==> src/rtl/i2s_pkg.sv <==
// Shared constants and helpers for the I2S master sequencer.
// Default geometry matches the pedal ADC: 24-bit samples in 32-bit slots, bck = mck/4.
package i2s_pkg;

  localparam int SAMPLE_BITS_DEF = 24;
  localparam int SLOT_BITS_DEF   = 32;
  localparam int MCK_PER_BCK_DEF = 4;

  localparam int D_W_DEF = $clog2(MCK_PER_BCK_DEF);
  localparam int B_W_DEF = $clog2(2 * SLOT_BITS_DEF);

  typedef enum logic {
    CH_LEFT  = 1'b0,
    CH_RIGHT = 1'b1
  } chan_e;

  // Counter width able to hold 0..n-1, never narrower than one bit.
  function automatic int cnt_w(input int n);
    return (n <= 2) ? 1 : $clog2(n);
  endfunction

endpackage

==> src/rtl/i2s_bck_div.sv <==
// Bit-clock divider: mck phase counter, registered bck and one-mck edge strobes.
// Strobes are high in the mck cycle before the edge on which bck changes.
module i2s_bck_div
  import i2s_pkg::*;
#(
  parameter int MCK_PER_BCK = MCK_PER_BCK_DEF
) (
  input  logic mck,
  input  logic rst_n,
  input  logic en,
  output logic bck,
  output logic bck_rise,
  output logic bck_fall
);

  localparam int DW = cnt_w(MCK_PER_BCK);
  localparam logic [DW-1:0] D_LAST = DW'(MCK_PER_BCK - 1);
  localparam logic [DW-1:0] D_HALF = DW'(MCK_PER_BCK / 2);
  localparam logic [DW-1:0] D_RISE = DW'(MCK_PER_BCK / 2 - 1);

  logic [DW-1:0] d_q, d_d;
  logic          bck_q, bck_d;

  always_comb begin
    d_d = '0;
    if (en) begin
      d_d = (d_q == D_LAST) ? '0 : d_q + DW'(1);
    end
    bck_d = en && (d_d >= D_HALF);
  end

  always_ff @(posedge mck or negedge rst_n) begin
    if (!rst_n) begin
      d_q   <= '0;
      bck_q <= 1'b0;
    end else begin
      d_q   <= d_d;
      bck_q <= bck_d;
    end
  end

  assign bck      = bck_q;
  assign bck_rise = en && (d_q == D_RISE);
  assign bck_fall = en && (d_q == D_LAST);

endmodule

==> src/rtl/i2s_frame_ctrl.sv <==
// I2S master sequencer: generates bck/lrck, deserialises sdin into 24-bit L/R
// samples and offers each stereo frame on a valid/ready handshake with sticky overrun.
module i2s_frame_ctrl
  import i2s_pkg::*;
#(
  parameter int MCK_PER_BCK = MCK_PER_BCK_DEF,
  parameter int SLOT_BITS   = SLOT_BITS_DEF,
  parameter int SAMPLE_BITS = SAMPLE_BITS_DEF
) (
  input  logic                          mck,
  input  logic                          rst_n,
  input  logic                          en,
  input  logic                          sdin,
  output logic                          bck,
  output logic                          lrck,
  output logic signed [SAMPLE_BITS-1:0] sample_l,
  output logic signed [SAMPLE_BITS-1:0] sample_r,
  output logic                          frame_valid,
  input  logic                          frame_ready,
  output logic                          overrun,
  input  logic                          ovr_clr
);

  localparam int BW = cnt_w(2 * SLOT_BITS);
  localparam logic [BW-1:0] B_SLOT  = BW'(SLOT_BITS);
  localparam logic [BW-1:0] B_LAST  = BW'(2 * SLOT_BITS - 1);
  localparam logic [BW-1:0] S_FIRST = BW'(1);
  localparam logic [BW-1:0] S_LAST  = BW'(SAMPLE_BITS);

  logic bck_rise, bck_fall;

  i2s_bck_div #(
    .MCK_PER_BCK(MCK_PER_BCK)
  ) u_div (
    .mck      (mck),
    .rst_n    (rst_n),
    .en       (en),
    .bck      (bck),
    .bck_rise (bck_rise),
    .bck_fall (bck_fall)
  );

  logic [BW-1:0]                 b_q, b_d;
  logic                          lrck_q, lrck_d;
  logic [SAMPLE_BITS-1:0]        sh_l_q, sh_l_d, sh_r_q, sh_r_d;
  logic                          cmp_q, cmp_d;
  logic signed [SAMPLE_BITS-1:0] smp_l_q, smp_l_d, smp_r_q, smp_r_d;
  logic                          fv_q, fv_d;
  logic                          ovr_q, ovr_d;

  chan_e         chan;
  logic [BW-1:0] s;
  logic          s_data;
  logic          fire;
  logic          ovr_set;

  assign chan    = (b_q >= B_SLOT) ? CH_RIGHT : CH_LEFT;
  assign s       = (chan == CH_RIGHT) ? b_q - B_SLOT : b_q;
  assign s_data  = (s >= S_FIRST) && (s <= S_LAST);
  // Completion is registered, so the load happens one mck after the last bit is sampled.
  assign fire    = cmp_q && en;
  assign ovr_set = fire && fv_q && !frame_ready;

  always_comb begin
    b_d     = b_q;
    lrck_d  = lrck_q;
    sh_l_d  = sh_l_q;
    sh_r_d  = sh_r_q;
    cmp_d   = 1'b0;
    smp_l_d = smp_l_q;
    smp_r_d = smp_r_q;
    fv_d    = fv_q;
    ovr_d   = ovr_q;

    if (!en) begin
      b_d    = '0;
      lrck_d = 1'b0;
      sh_l_d = '0;
      sh_r_d = '0;
    end else begin
      if (bck_fall) begin
        b_d    = (b_q == B_LAST) ? '0 : b_q + BW'(1);
        lrck_d = (b_d >= B_SLOT);
      end
      if (bck_rise && s_data) begin
        if (chan == CH_RIGHT) sh_r_d = {sh_r_q[SAMPLE_BITS-2:0], sdin};
        else                  sh_l_d = {sh_l_q[SAMPLE_BITS-2:0], sdin};
      end
      cmp_d = bck_rise && (chan == CH_RIGHT) && (s == S_LAST);
    end

    // A load may coincide with the consumer taking the previous frame.
    if (fire && (!fv_q || frame_ready)) begin
      smp_l_d = sh_l_q;
      smp_r_d = sh_r_q;
      fv_d    = 1'b1;
    end else if (fv_q && frame_ready) begin
      fv_d = 1'b0;
    end

    if (ovr_set)      ovr_d = 1'b1;
    else if (ovr_clr) ovr_d = 1'b0;
  end

  always_ff @(posedge mck or negedge rst_n) begin
    if (!rst_n) begin
      b_q     <= '0;
      lrck_q  <= 1'b0;
      sh_l_q  <= '0;
      sh_r_q  <= '0;
      cmp_q   <= 1'b0;
      smp_l_q <= '0;
      smp_r_q <= '0;
      fv_q    <= 1'b0;
      ovr_q   <= 1'b0;
    end else begin
      b_q     <= b_d;
      lrck_q  <= lrck_d;
      sh_l_q  <= sh_l_d;
      sh_r_q  <= sh_r_d;
      cmp_q   <= cmp_d;
      smp_l_q <= smp_l_d;
      smp_r_q <= smp_r_d;
      fv_q    <= fv_d;
      ovr_q   <= ovr_d;
    end
  end

  assign lrck        = lrck_q;
  assign sample_l    = smp_l_q;
  assign sample_r    = smp_r_q;
  assign frame_valid = fv_q;
  assign overrun     = ovr_q;

endmodule
==> config.mk <==
export PLATFORM = sky130hd
export DESIGN_NAME = i2s_frame_ctrl
export DESIGN_NICKNAME = d
export VERILOG_FILES = /design/src/rtl/i2s_pkg.sv /design/src/rtl/i2s_bck_div.sv /design/src/rtl/i2s_frame_ctrl.sv
export SDC_FILE = /design/constraint.sdc
export NUM_CORES = 1
export LEC_CHECK = 0
export BUFFER_PORTS_ARGS = -buffer_cell sky130_fd_sc_hd__buf_4
export CORE_AREA = 3 3 78 117
export DETAILED_ROUTE_END_ITERATION = 8
export DIE_AREA = 0 0 81 120
export PLACE_DENSITY_LB_ADDON = 0.15
export SYNTH_ARGS = -nofsm -noshare
export SYNTH_HDL_FRONTEND = slang
export SYNTH_SLANG_ARGS = --single-unit
==> constraint.sdc <==
create_clock -name mck -period 5.1 [get_ports mck]
set_clock_uncertainty 0.1 [all_clocks]
set_input_delay 0.51 -clock mck [delete_from_list [all_inputs] [get_ports mck]]
set_output_delay 0.51 -clock mck [all_outputs]
set_load 0.02 [all_outputs]
==> metrics.txt, run 1 <==
status finished clean; clock sink count 108; Yosys top cell area share 60.3%; Post-synth EDFFs 0; PostCTS Resize Cnt 0; CP top delay family simple AND/OR/NAND/NOR gates; die outline height approximately 120 µm; CTS tree built; Mapped Area about 4500 µm²; Finished Layout Cells 490; count of unique library cells instantiated by Yosys 35; syn_nets 336; cts hold-fix bufs 0; Via Count 2561; fin util about 63%; Hold Vio Cnt, Final 0; register clock-pin slew on the reported worst setup and hold paths roughly 70 ps; clk buf depth 2; Area Overhead vs Synth 16.3%; Fmax achieved about 0.37 GHz; Final WS setup ~2400 ps; I/O Buffers between 50 and 60; dpl ws 2000 ps; CP Capture Type register; Leakage Power 2.57 nW; Placed Cells about 470; DR DRC count 0; clock latency on the worst-skew pair around 330 ps; Synth area leaders dfrtp_1 (60%), mux2_1 (12%), mux2i_1 (11%), nand2_1 (4.8%), ha_1 (1.7%); ANT cells 0; Wirelength per Cell 15.2 µm; sequential area share after synthesis 60.3%; Seq. cell area about 2700 µm²; Tcrit/Tclk final ~53%; reg2reg start frame_valid; Worst path max stage delay 860 ps; Post-synth ARST share 100%; initial antenna violation count 0; required time worst endpoint ~5200 ps; htree depth 3; Peak VDD IR about 0.00021 V; die area 9720 µm²; Worst R2R End sample_r[9]; total power between 1.5 and 2 mW; Syn Area/Cell about 14 µm²; CP Class in -> reg; nature of the critical path startpoint primary input; Reg2Reg Depth 4; Least-Margin Pin Slew between 1000 and 1500 ps; prevailing post-synth register cell dfrtp_1; Total GRT Usage ~17%; Synth Instances around 320; Slew Viols, Final 0; vias in the first global route about 2600; most common cell in the synthesized netlist dfrtp_1; worst-path maximum fanout 60; FP Rows 41; minimum hold slack 186 ps; post-CTS setup buffers 0; largest net degree at the start of global routing between 70 and 80; FF-to-FF setup slack about 2800 ps; post-DP HPWL 5.00 mm; Via density 5.23; CTS Buf Count 9; multi-input combinational cell area ~1600 µm²; First-pass DRT Iterations 4; Yosys reg bits 108; DIE WIDTH 81 µm; initial drt markers 169; CP most frequent cell buf_4; CTS root buf clkbuf_16; Max Cap Viol 0; Final Setup Violations 0; Post-Route WL ~7.5 mm; Nets just under 400; Buf/Inv on CP 2; Core Footprint between 8000 and 9000 µm²; Routed Antenna Nets 0; RSZ-0062 raised after global routing false; first-pass GRT wire length 12.8 mm; CP Cell Sequence buf_4 -> nand2_1 -> nor2b_4 -> buf_4 -> mux2_1; Worst EP arrival 2800 ps; FILL cells between 600 and 700; share of cells above drive strength 1 between 20 and 25%; Syn. warnings 0; largest area contributor in the netlist dfrtp_1; routability congestion estimate 0.745; CP max stage cell nor2b_4; placed instance area 4890 µm²; pwr dens 312 nW/µm²; Final Cell Area between 5000 and 6000 µm²; grt ovf 0; Starting Density 53.9%; setup TNS 0 ps; Max-slew headroom a little under a third; Worst Hold Class in -> async; Synth top cells by count dfrtp_1 (108), nand2_1 (57), mux2i_1 (49); Tmin final ~2700 ps; I/O pin cnt 58
kinds of logic (layout without fill, tap and decap cells):
kind of cell | Yosys count | in the layout | synth area share [%]
AO/OA/AOI/OAI | 9 | 9 | 1.23
multiplexers | 97 | 97 | 23.0
adder cells (fa/ha/maj) | 6 | 6 | 1.68
AND/OR/NAND/NOR | 77 | 77 | 8.55
XOR/XNOR | 3 | 3 | 0.587
buffers and inverters | 24 | 83 | 4.64
flip-flops | 108 | 108 | 60.3
sequential cells by signal, indices dropped and copies added (netlist names):
name and flops:
frame_valid 1, lrck 1, u_div.d_q 1, sample_r 24
u_div.bck 1, sh_l_q 24, sample_l 24, overrun 1
sh_r_q 24, b_q 6, cmp_q 1
worst reg2reg max path, stage by stage, from the launching register on:
cell and delay [ps]:
dfrtp_1 400, nand2b_1 120, nor2b_4 860, buf_4 370, mux2_1 360
report_power, final:
part | total, mW | leakage [nW] | switching, mW | internal, mW
logic | 0.0553 | 0.911 | 0.0378 | 0.0175
clock network | 0.709 | 0.156 | 0.288 | 0.421
registers | 0.862 | 1.51 | 0.00315 | 0.859
layout by cell type (no fill, tap or decap), types with 2 or more instances in the layout:
cell type  synthesis  layout
xnor2_1            2       2
mux2i_1           49      49
o22ai_1            2       2
nor3_1             2       2
nor2b_1            3       2
nand2_1           57      57
buf_4              3      61
ha_1               6       6
and2_1             4       4
o21ai_0            2       2
clkbuf_16          0       9
inv_1              6       6
dfrtp_1          108     108
mux2_1            48      48
clkbuf_8           2       3
nand4_1            2       2
worst max-delay path by stage:
stage	from	to	cells after the start	slack (ps)
after floorplan	en	sample_l[10]	6	3310
after global placement	en	sample_l[18]	5	2070
after detailed placement	en	sample_r[9]	5	2000
after CTS	en	sample_r[9]	5	2370
after global routing	en	sample_r[9]	5	2210
final	en	sample_r[9]	5	2420
layer usage:
layer,vias to the layer above,track usage (%),wire length [µm]
met3,10,3.08,325
met1,1278,23.0,3240
met5,-,0,0
met4,0,6.66,119
met2,57,26.9,3770
li1,1216,-,-
final cells by class:
class                   instances  area share [%]
clock inverters                 3           0.841
clock buffers                  13            5.19
multi-input cells             192            30.3
flip-flops and latches        108            51.9
inverters                       6           0.432
repair buffers                 61            8.79
well taps                     107            2.57
(Power assumes the default switching activity.)
==> run 2: changes to the inputs <==
--- a/config.mk
+++ b/config.mk
@@ -6,9 +6,9 @@
 export NUM_CORES = 1
 export LEC_CHECK = 0
 export BUFFER_PORTS_ARGS = -buffer_cell sky130_fd_sc_hd__buf_4
-export CORE_AREA = 3 3 78 117
+export CORE_AREA = 3 3 80 120
 export DETAILED_ROUTE_END_ITERATION = 8
-export DIE_AREA = 0 0 81 120
+export DIE_AREA = 0 0 83 123
 export PLACE_DENSITY_LB_ADDON = 0.15
 export SYNTH_ARGS = -nofsm -noshare
 export SYNTH_HDL_FRONTEND = slang
==> constraint.sdc (replaced) <==
create_clock -name mck -period 2.4 [get_ports mck]
set_clock_uncertainty 0.1 [all_clocks]
set_input_delay 0.24 -clock mck [delete_from_list [all_inputs] [get_ports mck]]
set_output_delay 0.24 -clock mck [all_outputs]
set_load 0.02 [all_outputs]
==> run 2 against run 1 <==
Effect of this change:
- wire length is 0.32% higher
- clock-buffer cell count shrank 3
- combinational power increased by 130%
- flip-flop and latch count unchanged
- largest cell class unchanged
==> metrics.txt, run 2 (synthesis results as in run 1) <==
clock sink count 108; post-CTS setup buffers 0; CTS root buf clkbuf_16; Total GRT Usage between 10% and 20%; Finished Layout Cells about 500; Post-Route WL around 7.5 mm; Area Overhead vs Synth 18.8%; first-pass GRT wire length 12.9 mm; total power between 3 and 4 mW; commonest non-fill, non-tap cell in the layout dfrtp_1; Final Setup Violations 0; Tcrit/Tclk final between 70% and 80%; First-pass DRT Iterations 4; Fmax achieved around 0.53 GHz; vias in the first global route around 2700; Pint between 2 and 3 mW; WL met1 3.17 mm; commonest cells after routing, fill and taps aside dfrtp_1 (108), buf_4 (63), nand2_1 (57), mux2i_1 (49), mux2_1 (48); Via Count ~2600; Reg2Reg Depth 7; Worst Hold Class in -> reg; met3 wire len 295 µm; initial antenna violation count 0; DR DRC count 0; die area ~10000 µm²; Core Footprint around 8700 µm²; RSZ-0062 raised after global routing false; htree depth 3; Via density 5.22; Top Metal Used met4; CTS tree built; DIE WIDTH around 83 µm; routability congestion estimate between 0.7 and 0.8; largest net degree at the start of global routing 60; multi-input combinational cell area 1580 µm²; Routed Antenna Nets 0; pwr dens approximately 700 nW/µm²; Nets around 400; register clock-pin slew on the reported worst setup and hold paths approximately 70 ps; Max-slew headroom between 60% and 70%; CP Capture Type register; Hold Vio Cnt, Final 0; Clock power frac 46.2%; I/O Buffers 57; status finished clean; Worst EP arrival about 2100 ps; Starting Density between 50% and 60%; clock latency on the worst-skew pair ~340 ps; CTS Buf Count 9; Slew Viols, Final 0; Logic pwr share 3.5%; Worst path max stage delay ~430 ps; CP Class reg -> reg; Max Cap Viol 0; post-DP HPWL 5.01 mm; Peak VDD IR approximately 0.00048 V; Final WS setup slightly above 500 ps; worst-path maximum fanout 24; initial drt markers 109; Placed Cells approximately 480; dpl ws ~540 ps; Tmin final between 1500 and 2000 ps; grt ovf 0; clk buf depth 2; die outline height 123 µm; nature of the critical path startpoint register; ANT cells 0; I/O pin cnt slightly below 60; part of the power in registers about half; Least-Margin Pin Slew approximately 560 ps; hold depth 3; CP max stage cell dfrtp_1; required time worst endpoint approximately 2600 ps; setup TNS 0 ps; switch share approximately a fifth; Seq. cell area between 2000 and 3000 µm²; wire length on met2 just under 4 mm; Leakage Power 2.62 nW; share of cells above drive strength 1 between 20% and 30%; Wirelength per Cell roughly 15 µm; FP Rows 42; CP Cell Sequence inv_1 -> ha_1 -> nor4_1 -> and2_4 -> nor4b_4 -> buf_12 -> mux2i_1; FILL cells around 720; Switch Pwr between 0.7 and 0.8 mW; minimum hold slack 113 ps
==> run 2: changes by cell type in the layout (fill, tap and decap cells not counted), sizes merged <==
cell / previous run / this run
buf: 61 / 65
clkbuf: 13 / 10
bufinv: 1 / 3
dlygate4sd3: 0 / 2
clkinvlp: 0 / 1
==> run 2: layout make-up <==
class                           instances  share of cell area (%)
Multi-Input combinational cell        192                    29.6
Clock buffer                           10                    4.49
Timing Repair Buffer                   67                    10.0
Inverter                                6                   0.423
Sequential cell                       108                    50.8
Clock inverter                          6                    2.09
Tap cell                              110                    2.59
==> run 2: worst max-delay path: cells and delay by family, from the launching register on <==
| family | cells | cell delay [ps] |
|---|---|---|
| AND/OR/NAND/NOR | 3 | 530 |
| buffers and inverters | 2 | 370 |
| flip-flops | 1 | 430 |
| adder cells (fa/ha/maj) | 1 | 150 |
| multiplexers | 1 | 220 |
==> run 2: power groups by stage <==
stage / Sequential [mW] / Clock, mW / Combinational, mW
after floorplan: 1.87 / 0 / 0.0757
after global placement: 1.87 / 0 / 0.127
after detailed placement: 1.87 / 0 / 0.130
after CTS: 1.83 / 1.73 / 0.134
after global routing: 1.83 / 1.80 / 0.144
final: 1.83 / 1.69 / 0.128
==> run 2: metrics by stage <==
step                cell area, µm²  utilization [%]
finish                        5320             61.0
CTS                           5320             61.0
detailed placement            4950             56.8
global route                  5320             61.0
floorplan                     4480                -
global placement              4950             56.8
==> run 2: final timing paths <==
check                           slack (ps)          from            to
max in group asynchronous             1230         rst_n    sh_l_q[20]
worst max-delay path                   500        b_q[1]     sh_l_q[5]
worst min-delay path                   110          sdin     sh_l_q[0]
worst max register to register         500        b_q[1]     sh_l_q[5]
worst min register to register         380  u_div.d_q[0]  u_div.d_q[0]
min in group asynchronous              270         rst_n  sample_l[18]
==> run 2: repair_timing <==
action | CTS | global route
setup endpoints to repair | 0 | 0
gates resized for setup | 0 | 0
endpoints found under the hold margin | 30 | 0
hold buffers | 2 | 0
==> run 2: routing by layer <==
layer	track usage [%]	vias to the layer above
met5	0	-
met3	4.07	8
li1	-	1216
met4	6.24	0
met2	26.5	44
met1	19.7	1338
==> run 3: changes to the inputs <==
--- a/config.mk
+++ b/config.mk
@@ -6,9 +6,9 @@
 export NUM_CORES = 1
 export LEC_CHECK = 0
 export BUFFER_PORTS_ARGS = -buffer_cell sky130_fd_sc_hd__buf_4
-export CORE_AREA = 3 3 80 120
+export CORE_AREA = 3 3 78 117
 export DETAILED_ROUTE_END_ITERATION = 8
-export DIE_AREA = 0 0 83 123
+export DIE_AREA = 0 0 81 120
 export PLACE_DENSITY_LB_ADDON = 0.15
 export SYNTH_ARGS = -nofsm -noshare
 export SYNTH_HDL_FRONTEND = slang
==> constraint.sdc (replaced) <==
create_clock -name mck -period 1.85 [get_ports mck]
set_clock_uncertainty 0.1 [all_clocks]
set_input_delay 0.185 -clock mck [delete_from_list [all_inputs] [get_ports mck]]
set_output_delay 0.185 -clock mck [all_outputs]
set_load 0.02 [all_outputs]
==> run 3 against run 2 <==
Effect of this change:
- fmax increased by 6.2%
- global-route usage increased by 2.1 points
- sequential share of layout area decreased by 0.68 points
- via count increased by 0.50%
- register-to-register slack got worse by 440 ps
- die area decreased by 4.8%
- non-clock buffer count increased by 9
- critical path type unchanged
==> metrics.txt, run 3 (synthesis results as in run 1) <==
Starting Density 53.9%; first-pass GRT wire length around 13 mm; RSZ-0062 raised after global routing true; Placed Cells between 400 and 500; Wirelength per Cell approximately 16 µm; post-DP HPWL around 5.1 mm; pwr dens between 800 and 900 nW/µm²; Core Footprint around 8300 µm²; Logic pwr share 4.6%; CP Capture Type register; Total GRT Usage 17.9%; die outline height 120 µm; Worst path max stage delay between 400 and 500 ps; Hold Vio Cnt, Final 0; initial drt markers a little over 100; Final Cell Area 5400 µm²; FILL cells around 650; CTS Buf Count 9; part of the power in registers a little over half; Tmin final roughly 1800 ps; fin util between 60% and 70%; Buf/Inv on CP 3; htree depth 3; largest net degree at the start of global routing 60; setup TNS 0 ps; initial antenna violation count 0; Pint around 3.4 mW; Leakage Power about 2.7 nW; placed instance area ~5000 µm²; Max Cap Viol 0; switch share between 20% and 30%; CP max stage cell dfrtp_1; Max-slew headroom a little over 60%; commonest cells after routing, fill and taps aside dfrtp_1 (108), buf_4 (67), nand2_1 (57), mux2i_1 (49), mux2_1 (48); Switch Pwr 0.927 mW; clk buf depth 2; Tcrit/Tclk final between 90 and 100%; worst-path maximum fanout 6; DR DRC count 0; die area about 9700 µm²; Fmax achieved roughly 0.56 GHz; clock sink count about 110; clock latency on the worst-skew pair 340 ps; Least-Margin Pin Slew approximately 570 ps; CTS root buf clkbuf_16; ANT cells 0; CP Class reg -> reg; vias in the first global route about 2700; nature of the critical path startpoint register; register clock-pin slew on the reported worst setup and hold paths approximately 60 ps; Routed Antenna Nets 0; Area Overhead vs Synth 20.4%; Post-Route WL 7.91 mm; commonest non-fill, non-tap cell in the layout dfrtp_1; grt ovf 0; Worst Hold Class in -> reg; First-pass DRT Iterations 5; Nets ~400; Via density 5.19; DIE WIDTH just over 80 µm; Via Count between 2000 and 3000; Worst EP arrival 1950 ps; required time worst endpoint about 2000 ps; Slew Viols, Final 0; Peak VDD IR ~0.0006 V; I/O Buffers between 50 and 60; Clock power frac around 41%; Final Setup Violations 0; share of cells above drive strength 1 roughly 25%; routability congestion estimate 0.690; Finished Layout Cells a little over 500; CP top delay family simple AND/OR/NAND/NOR gates; I/O pin cnt 58; status finished clean; CTS tree built; FP Rows 41; CP Cell Sequence inv_2 -> ha_1 -> and2b_4 -> nor2_4 -> nor4b_4 -> buf_4 -> clkbuf_16 -> mux2i_1
run 3: tightest hold or removal path, stage by stage:
cell	delay, ps
buf_4	80
nand2_1	100
nand2_1	80
run 3: worst paths after layout:
path | from | end | slack, ps | cells after the start
max | b_q[0] | sh_l_q[2] | 60 | 8
min | en | frame_valid | 50 | 3
max reg2reg | b_q[0] | sh_l_q[2] | 60 | 8
min reg2reg | u_div.d_q[0] | u_div.d_q[0] | 370 | 1
max in group asynchronous | rst_n | sh_r_q[16] | 730 | 3
min in group asynchronous | rst_n | sample_l[17] | 260 | 2
run 3: repair_timing:
item	4_1_cts	5_1_grt
hold buffers	2	0
endpoints found under the setup margin	1	24
pin swaps	1	2
setup buffers	1	2
hold endpoints to repair	36	0
gates cloned	1	2
resized for setup	1	5
run 3: power groups by stage:
stage,sequential [mW],clock [mW],combinational (mW)
floorplan,2.42,0,0.0982
global placement,2.42,0,0.174
detailed placement,2.42,0,0.178
CTS,2.37,1.84,0.193
global route,2.38,1.92,0.224
finish,2.38,1.78,0.202
run 3: cell type report:
type | instances | area [µm²] | share of cell area, %
clock inverter | 4 | 23.8 | 0.441
inverter | 6 | 22.5 | 0.417
sequential | 108 | 2700 | 50.1
multi-input combinational | 192 | 1590 | 29.5
timing repair buffer | 76 | 664 | 12.3
clock buffer | 12 | 256 | 4.75
tap | 107 | 134 | 2.48
run 3: metal layers:
metal	GRT usage [%]	wire, µm	share of wire (%)
met5	0	0	0
met4	6.66	132	1.7
met3	4.65	280	3.5
met2	29.9	4170	53
met1	22.1	3330	42
run 3: stage by stage:
stage / hold WS, ps / worst slack [ps] / power, mW
2_1_floorplan: -211 / 101 / 2.52
5_1_grt: 59.4 / -44.9 / 4.52
4_1_cts: 27.3 / 1.36 / 4.41
3_3_place_gp: 89.4 / 127 / 2.59
6_report: 49.4 / 64.7 / 4.36
3_5_place_dp: 93.6 / 1.97 / 2.60
